## config.mk

```make
export PLATFORM = sky130hd
export DESIGN_NAME = rr_port_arbiter
export DESIGN_NICKNAME = d
export VERILOG_FILES = /design/src/rtl/rr_port_arbiter.sv
export SDC_FILE = /design/constraint.sdc
export NUM_CORES = 1
export LEC_CHECK = 0
export ABC_AREA = 0
export BUFFER_PORTS_ARGS = -buffer_cell sky130_fd_sc_hd__buf_2
export CAP_MARGIN = 20
export CELL_PAD_IN_SITES_DETAIL_PLACEMENT = 1
export CELL_PAD_IN_SITES_GLOBAL_PLACEMENT = 1
export CORE_MARGIN = 8
export CORE_UTILIZATION = 35
export DETAILED_ROUTE_END_ITERATION = 7
export GPL_TIMING_DRIVEN = 0
export PLACE_DENSITY_LB_ADDON = 0.1
export REMOVE_ABC_BUFFERS = 1
export SYNTH_ARGS = -nofsm -noshare
export SYNTH_HDL_FRONTEND = slang
export SYNTH_SLANG_ARGS = --single-unit
```

## constraint.sdc

```tcl
create_clock -name clk -period 3.5 [get_ports clk]
set_input_delay 0.7 -clock clk [delete_from_list [all_inputs] [get_ports clk]]
set_output_delay 0.7 -clock clk [all_outputs]
set_load 0.005 [all_outputs]
```

## src/rtl/rr_port_arbiter.sv

```systemverilog
`default_nettype none
// ============================================================================
// Module   : rr_port_arbiter
// Brief    : Four-way round-robin arbiter for one shared port, with
//            ack-held grants and a wait-cycle timeout abort.
// Revision : 1.0
// ============================================================================
module rr_port_arbiter #(
    parameter int TIMEOUT = 15,
    parameter int CNT_W   = 4
) (
    input  logic       clk,
    input  logic       rst_n,
    input  logic [3:0] req,
    input  logic       mem_ack,
    output logic [1:0] sel,
    output logic [3:0] gnt,
    output logic       mem_req,
    output logic [3:0] done,
    output logic       timeout_err,
    output logic       busy
);

    typedef enum logic [0:0] {
        ST_IDLE = 1'b0,
        ST_BUSY = 1'b1
    } state_t;

    localparam logic [CNT_W-1:0] C_CNT_LAST = CNT_W'(TIMEOUT - 1);

    state_t           state_q, state_d;
    logic [1:0]       ptr_q, ptr_d;
    logic [CNT_W-1:0] cnt_q, cnt_d;
    logic [1:0]       sel_q, sel_d;
    logic [3:0]       gnt_q, gnt_d;
    logic             mem_req_q, mem_req_d;
    logic [3:0]       done_q, done_d;
    logic             timeout_err_q, timeout_err_d;
    logic             busy_q, busy_d;

    logic [1:0]       w_win;
    logic [1:0]       w_idx;
    logic             w_found;

    // First requester at or after the pointer, wrapping modulo 4.
    always_comb begin
        w_win   = 2'd0;
        w_idx   = 2'd0;
        w_found = 1'b0;
        for (int k = 0; k < 4; k++) begin
            w_idx = ptr_q + 2'(k);
            if (!w_found && req[w_idx]) begin
                w_win   = w_idx;
                w_found = 1'b1;
            end
        end
    end

    always_comb begin
        state_d       = state_q;
        ptr_d         = ptr_q;
        cnt_d         = cnt_q;
        sel_d         = sel_q;
        gnt_d         = gnt_q;
        mem_req_d     = mem_req_q;
        busy_d        = busy_q;
        done_d        = 4'b0000;
        timeout_err_d = 1'b0;
        case (state_q)
            ST_IDLE: begin
                if (w_found) begin
                    sel_d     = w_win;
                    gnt_d     = 4'b0001 << w_win;
                    mem_req_d = 1'b1;
                    busy_d    = 1'b1;
                    cnt_d     = '0;
                    state_d   = ST_BUSY;
                end
            end
            ST_BUSY: begin
                // Ack takes priority over an expiring counter in the same cycle.
                if (mem_ack || (cnt_q == C_CNT_LAST)) begin
                    if (mem_ack) begin
                        done_d = 4'b0001 << sel_q;
                    end else begin
                        timeout_err_d = 1'b1;
                    end
                    gnt_d     = 4'b0000;
                    mem_req_d = 1'b0;
                    busy_d    = 1'b0;
                    ptr_d     = sel_q + 2'd1;
                    state_d   = ST_IDLE;
                end else begin
                    cnt_d = cnt_q + CNT_W'(1);
                end
            end
            default: begin
                state_d = ST_IDLE;
            end
        endcase
    end

    always_ff @(posedge clk or negedge rst_n) begin
        if (!rst_n) begin
            state_q       <= ST_IDLE;
            ptr_q         <= 2'd0;
            cnt_q         <= '0;
            sel_q         <= 2'd0;
            gnt_q         <= 4'b0000;
            mem_req_q     <= 1'b0;
            done_q        <= 4'b0000;
            timeout_err_q <= 1'b0;
            busy_q        <= 1'b0;
        end else begin
            state_q       <= state_d;
            ptr_q         <= ptr_d;
            cnt_q         <= cnt_d;
            sel_q         <= sel_d;
            gnt_q         <= gnt_d;
            mem_req_q     <= mem_req_d;
            done_q        <= done_d;
            timeout_err_q <= timeout_err_d;
            busy_q        <= busy_d;
        end
    end

    assign sel         = sel_q;
    assign gnt         = gnt_q;
    assign mem_req     = mem_req_q;
    assign done        = done_q;
    assign timeout_err = timeout_err_q;
    assign busy        = busy_q;

endmodule
`default_nettype wire
```

==> results of run 1 <==
-- report_power, final --
group,switching (W),internal [W]
clock network,0.0000661,0.0000444
logic,0.000169,0.000141
registers,0.0000779,0.000296
total,0.000313,0.000482
-- cells in the mapped netlist, drive strengths merged --
master  instances
dfrtp          19
and3            8
ha              6
inv             6
nand3           6
o21ai           6
nand2           5
nor2            4
o22ai           3
a31o            2
and2b           2
buf             2
nand2b          2
o31ai           2
a21o            1
a21oi           1
a221oi          1
mux2            1
mux2i           1
nor3b           1
nor4            1
o21a            1
o221ai          1
or2             1
xnor2           1
-- sequential cells by signal (all words and copies together) (netlist names) --
register / cells
done: 4
busy: 1
timeout_err: 1
gnt: 4
sel: 2
ptr_q: 2
cnt_q: 4
state_q: 1
-- critical path: stages, from the launching register on --
cell                      delay (ns)
sky130_fd_sc_hd__dfrtp_1        0.42
sky130_fd_sc_hd__inv_1          0.06
sky130_fd_sc_hd__ha_1           0.20
sky130_fd_sc_hd__and3_1         0.19
sky130_fd_sc_hd__o21ai_1        0.54
sky130_fd_sc_hd__mux2_2         0.41
-- worst max path at each step --
stage / startpoint / end / slack, ns / cells past startpoint
4_1_cts: cnt_q[0] / ptr_q[1] / 1.57 / 5
6_report: cnt_q[0] / ptr_q[1] / 1.57 / 5
2_1_floorplan: cnt_q[0] / ptr_q[1] / 1.90 / 5
5_1_grt: cnt_q[0] / ptr_q[1] / 1.44 / 5
3_5_place_dp: cnt_q[0] / ptr_q[1] / 1.59 / 5
3_3_place_gp: req[0] / gnt[0] / 1.61 / 5
-- cell type report --
cell class	instances	area (um^2)	area share (%)
multi-input cells	57	402	37.9
clock buffers	4	26.3	2.48
inverters	6	22.5	2.13
repair buffers	19	95.1	8.98
well taps	30	37.5	3.55
flip-flops and latches	19	475	44.9
-- through the flow --
step                      instances  utilization (%)  hold WS, ns  setup WS [ns]  area, um^2
final                           135             42.7        0.323           1.57        1060
after floorplan                  82                -        0.404           1.90         900
after detailed placement        131             41.7        0.489           1.59        1030
after CTS                       135             42.7        0.330           1.57        1060
after global placement          131             41.7        0.479           1.61        1030
after global routing            135             42.7        0.356           1.44        1060
-- cells by family (layout without fill, tap and decap cells) --
| family | Yosys count | count (layout) | synth area share [%] |
|---|---|---|---|
| adder cells (fa/ha/maj) | 6 | 6 | 8.17 |
| flip-flops | 19 | 19 | 51.8 |
| multiplexers | 2 | 2 | 2.32 |
| XOR/XNOR | 1 | 1 | 0.954 |
| AND/OR/NAND/NOR | 30 | 30 | 18.7 |
| AO/OA/AOI/OAI | 18 | 18 | 13.6 |
| buffers and inverters | 8 | 29 | 4.50 |
-- layer usage --
metal / GRT usage, % / up-vias / routed length [um]
met4: 3.92 / 0 / 25
met5: 0 / - / 0
met1: 12.1 / 327 / 948
met3: 3.97 / 5 / 154
li1: - / 338 / -
met2: 15.9 / 18 / 923
==> results.md, run 1 <==
- On the final layout, the worst clock skew is 0.00528 ns.
- The number of distinct standard cells referenced by the synthesized netlist is 29.
- The total count of hold-check failures in the final report is 0.
- For this configuration, the core starts out at a cell density of around 37%.
- The number of antenna violations at the first check in global routing is 0.
- Counting flops and latches in the post-synthesis netlist gives 19.
- The dominant cell type by area after synthesis is sky130_fd_sc_hd__dfrtp_1.
- The number of fillers in the final layout is between 300 and 400.
- The worst supply voltage drop on vdd is between 0.4 and 0.5 mV.
- The sum of negative setup slack is 0 ns.
- After legalization and detailed placement, the total HPWL measured 1580 um.
- For this design the static power due to leakage is between 0.5 and 0.6 nW.
- The first detailed-routing pass took 4 iterations.
- The final max-slew violation count is 0.
- The vias after detailed routing is a little under 700.
- The first global-routing pass estimated between 3000 and 4000 um of wire.
- The post-synthesis instance area is a little over 900 um^2.
- From synthesis to final layout, the design area changed by 15.3%.
- In the routed design, unresolved DRC markers number 0.
- Yosys printed 0 warnings.
- The top cell types in the final layout, fill and taps aside, are sky130_fd_sc_hd__dfrtp_1 (19), sky130_fd_sc_hd__buf_2 (19), sky130_fd_sc_hd__and3_1 (7).
- After floorplanning, the core was sized to cover about 2500 um^2.
- The overall fraction of global-route tracks in use is between 10 and 15%.
- From left edge to right edge, the die measures around 67 um.
- The critical path in this run is classified as reg2reg.
- The post-CTS clock slew at the launch and capture registers of the worst setup and hold paths is ~0.11 ns.
- The transition time at the pin with the least slew margin is 0.677 ns.
- The average vias per placed instance is between 5 and 6.
- CTS built an H-tree with a depth of 1.
- The run finished with clean final reports.
- The hold-fix buffer count after cts is 0.
- The number of primary I/O pins is 20.
- The final critical-path required period is between 1.5 and 2 ns.
- The maximum number of buffers from clock root to sink is 2.
- The vertical die dimension is slightly below 70 um.
- The number of buffers created by CTS is 3.
- STA classifies the critical path startpoint as a flop.
- Setup repair after global routing left no endpoint under its margin.
- Of all nets on the critical path, the largest fanout is 8.
- Entering global routing, the biggest net connects 20 pins.
- The number of violations of the max-capacitance limit is 0.
- Synthesis produced a netlist whose cell count is 84.
- The floorplan step defined a die boundary enclosing around 4500 um^2.
- The data arrival at the endpoint of the critical path is roughly 2.1 ns.
- The final layout contains routed wiring with a total length of 2050 um.
- The mean instance size in the synthesized netlist is about 11 um^2.
- The total power consumption of the routed design is ~0.0008 W.
- The terminus of the critical flop-to-flop path is ptr_q[1].
- TritonCTS built the clock tree.
- The worst-case headroom to the max-slew limit is a little over half.
- The clock reaches the later pin of the worst-skew pair after ~0.30 ns.
- 0 antenna diodes ended up in the layout.
- By area the synthesized netlist is led by sky130_fd_sc_hd__dfrtp_1 (52%), sky130_fd_sc_hd__ha_1 (8.2%), sky130_fd_sc_hd__and3_1 (4.8%).
- During placement, the flow inserted port buffers numbering 19.
- For the worst flop-to-flop path, the logic depth is 5.
- Data on the critical path is required at its endpoint by around 3.7 ns.
- After floorplanning, the core was divided into 18 placement rows.
- After clock tree synthesis, the repair step resized 0 gates.
- The final estimated routing congestion in global placement is around 0.76.
- The worst reg2reg path startpoint is cnt_q[0].
- The net count of the finished layout is 119.
- The critical path endpoint category is a flop.
- The proportion of layout cells with a drive suffix above 1 is between 20% and 30%.
- The clock net sink count is 19.
- The buffer type at the clock tree root is sky130_fd_sc_hd__clkbuf_4.
- The tightest min-delay check is of the in2async type.
- The number of global-route vias before repair is 741.
- The top cell type by area accounts for 51.8% of the synthesized area.
- Static timing analysis puts the maximum clock frequency at 0.519 GHz.
- The setup fix buffers added after clock tree synthesis is 0.
- Setup violations remaining at the end of the flow were counted as 0.
- The total grt overflow is 0.
- The total power density per cell area is 751 nW/um^2.
- The register area share after synthesis is 51.8%.
- The first routing iteration left 15 violations.
- In this run the register-to-register setup slack is ~1.6 ns.
- The post-detailed-route count of antenna-violating nets is 0.
- The post-detailed-route wirelength per cell is about 15 um.
- In the finished design, the share of the clock period the worst path needs comes to 55.1%.
(Power assumes the default switching activity.)
==> inputs of run 2 (changes only) <==
==> constraint.sdc (replaced) <==
create_clock -name clk -period 1.91 [get_ports clk]
set_input_delay 0.382 -clock clk [delete_from_list [all_inputs] [get_ports clk]]
set_output_delay 0.382 -clock clk [all_outputs]
set_load 0.005 [all_outputs]
==> run 2 against run 1 <==
Flip-flop and latch count stayed put. Sequential share of layout area is 0.16 points lower. First-iteration DRC count is 13% lower. Largest power group unchanged.
==> results.md, run 2 (synthesized netlist as in run 1, its figures left out) <==
- RSZ-0062 raised after global routing: no (unchanged).
- The overall die width was 67.2 um (unchanged).
- The footprint of the flip-flops and latches was 475 um^2 (unchanged).
- The delay of the slowest critical-path stage came to 0.42 ns (was 0.54 ns).
- The floorplan core area is 2480 um^2 (unchanged).
- The initial standard-cell utilization of the core is 37.1% (unchanged).
- The class of the tightest hold or removal check is in2async (unchanged).
- The number of DRC markers in iteration 0 is 13 (was 15).
- The routed wire length was 2050 um (about the same).
- The area of combinational cells with multiple inputs came to 405 um^2 (was 402 um^2).
- The vias after detailed routing is 687 (was 688).
- The synthesis-to-layout area growth is 15.7% (was 15.3%).
- The sum of negative setup slack was 0 ns (unchanged).
- The count of inserted antenna diode cells came to 0 (unchanged).
- The final max-slew violation count was 0 (unchanged).
- The worst supply voltage drop on vdd is 0.773 mV (was 0.417 mV).
- The total power density per cell area is 1380 nW/um^2 (was 751 nW/um^2).
- The sort of element at the start of the critical path was a flop (unchanged).
- The post-detailed-route count of antenna-violating nets was 0 (unchanged).
- The number of buffer and inverter stages on the critical path is 1 (unchanged).
- The worst hold margin is 0.00514 ns (was 0.323 ns).
- The count of input and output buffers is 19 (unchanged).
- The data arrival at the endpoint of the critical path is 1.93 ns (was 2.12 ns).
- The worst-case headroom to the max-slew limit is 71.0% (was 54.6%).
- The post-detailed-route wirelength per cell is 15.2 um (about the same).
- The maximum number of buffers from clock root to sink is 2 (unchanged).
- The number of fillers in the final layout is 308 (was 307).
- Status: finished clean (unchanged).
- The number of design rule violations left after detail routing is 0 (unchanged).
- The static leakage is 0.558 nW (was 0.557 nW).
- The number of detailed-routing iterations run before antenna repair is 3 (was 4).
- The total grt overflow was 0 (unchanged).
- The vertical die dimension is 67.2 um (unchanged).
- The cell row count was 18 (unchanged).
- The floorplan die area is 4520 um^2 (unchanged).
- The period utilization is 90.6% (was 55.1%).
- The maximum frequency from static timing analysis is 0.578 GHz (was 0.519 GHz).
- The clock tree skew after final layout is 0.00526 ns (was 0.00528 ns).
- The hold-fix buffer count after cts is 0 (unchanged).
- The TritonCTS clock tree was done (unchanged).
- The proportion of layout cells with a drive suffix above 1 is 28.6% (was 27.6%).
- The setup slack of the worst register-to-register path is 0.18 ns (was 1.57 ns).
- The number of global-route vias before repair is 745 (was 741).
- The buffer type at the clock tree root is sky130_fd_sc_hd__clkbuf_4 (unchanged).
- The total of endpoints with negative setup slack in the final report is 0 (unchanged).
- The number of primary I/O pins is 20 (unchanged).
- The largest fanout on the critical path is 8 (unchanged).
- The transition time at the pin with the least slew margin is 0.435 ns (was 0.677 ns).
- The post-CTS clock slew at the launch and capture registers of the worst setup and hold paths is 0.11 ns (about the same).
- The final estimated routing congestion in global placement was 0.758 (unchanged).
- The critical path's slowest cell is sky130_fd_sc_hd__dfrtp_1 (was sky130_fd_sc_hd__o21ai_1).
- The average vias per placed instance is 5.09 (was 5.10).
- The total half-perimeter wirelength after legalization and detailed placement came to 1580 um (unchanged).
- The share of the core filled with cells is 42.9% (was 42.7%).
- Series of cell instances along the critical path: inv_1 -> ha_1 -> and3_1 -> o21ai_2 -> mux2_2 (was inv_1 -> ha_1 -> and3_1 -> o21ai_1 -> mux2_2).
- The number of H-tree levels is 1 (unchanged).
- The kind of critical path is reg2reg (unchanged).
- The latest clock arrival within the worst-skew pair is 0.30 ns (about the same).
- Commonest cells after routing, fill and taps aside: sky130_fd_sc_hd__dfrtp_1 (19), sky130_fd_sc_hd__buf_2 (19), sky130_fd_sc_hd__and3_1 (7) (unchanged).
- The category of cells accounting for the largest share of critical-path delay is flip-flops (was compound AO/OA/AOI/OAI gates).
- The critical path endpoint category is a flop (unchanged).
- The net count of the finished layout is 119 (unchanged).
- The number of antenna violations at the first check in global routing is 0 (unchanged).
- The number of violations of the max-capacitance limit was 0 (unchanged).
- The number of buffers created by CTS came to 3 (unchanged).
- The largest net degree at the start of global routing is 20 (unchanged).
- The data required time of the critical path was 2.10 ns (was 3.69 ns).
- The total count of hold-check failures in the final report is 0 (unchanged).
- The overall fraction of global-route tracks in use was 10.1% (unchanged).
- The final critical-path required period came to 1.73 ns (was 1.93 ns).
- The clock net sink count is 19 (unchanged).
- The wire length of the first global-routing pass was 3480 um (was 3490 um).
run 2: cell counts in the layout (fill, tap and decap cells not counted):
Identical to the previous run, type by type.
run 2: area by class of cell:
type                            instances  share of cell area, %
Timing Repair Buffer                   19                   8.95
Clock buffer                            4                   2.47
Inverter                                6                   2.12
Sequential cell                        19                   44.8
Tap cell                               30                   3.53
Multi-Input combinational cell         57                   38.2
run 2: stage by stage:
step	setup WS (ns)	instances	total power, W	instance area (um^2)
after floorplan	0.307	82	0.00102	900
after global placement	0.0492	131	0.00124	1030
after detailed placement	0.00102	131	0.00128	1030
after CTS	0.179	135	0.00149	1060
after global routing	0.0794	135	0.00160	1060
final	0.179	135	0.00146	1060
run 2: what timing repair did:
| item | in CTS | in global routing |
|---|---|---|
| setup buffers | 0 | 0 |
| endpoints found under the setup margin | 1 | 0 |
| gates resized for setup | 1 | 0 |
run 2: metal layers:
layer  global-route usage [%]  up-vias  part of all wire, %
li1                         -      338                    -
met2                     16.0       18                   45
met4                     3.92        0                  1.2
met5                        0        -                    0
met3                     3.97        5                  7.5
met1                     12.0      326                   46
run 2: worst paths after layout:
| path | startpoint | to | depth (start not counted) |
|---|---|---|---|
| worst max-delay path | cnt_q[0] | ptr_q[1] | 5 |
| worst min-delay path | rst_n | done[1] | 1 |
| worst max register to register | cnt_q[0] | ptr_q[1] | 5 |
| worst min register to register | gnt[3] | gnt[3] | 2 |
| max in group asynchronous | rst_n | gnt[0] | 1 |
| min in group clk | mem_ack | done[0] | 2 |
run 2: power by group:
| group | leakage, nW | internal, W | switching, W |
|---|---|---|---|
| logic | 0.296 | 0.000260 | 0.000312 |
| clock network | 0.0150 | 0.0000814 | 0.000121 |
| registers | 0.247 | 0.000543 | 0.000145 |
| total | 0.558 | 0.000884 | 0.000579 |
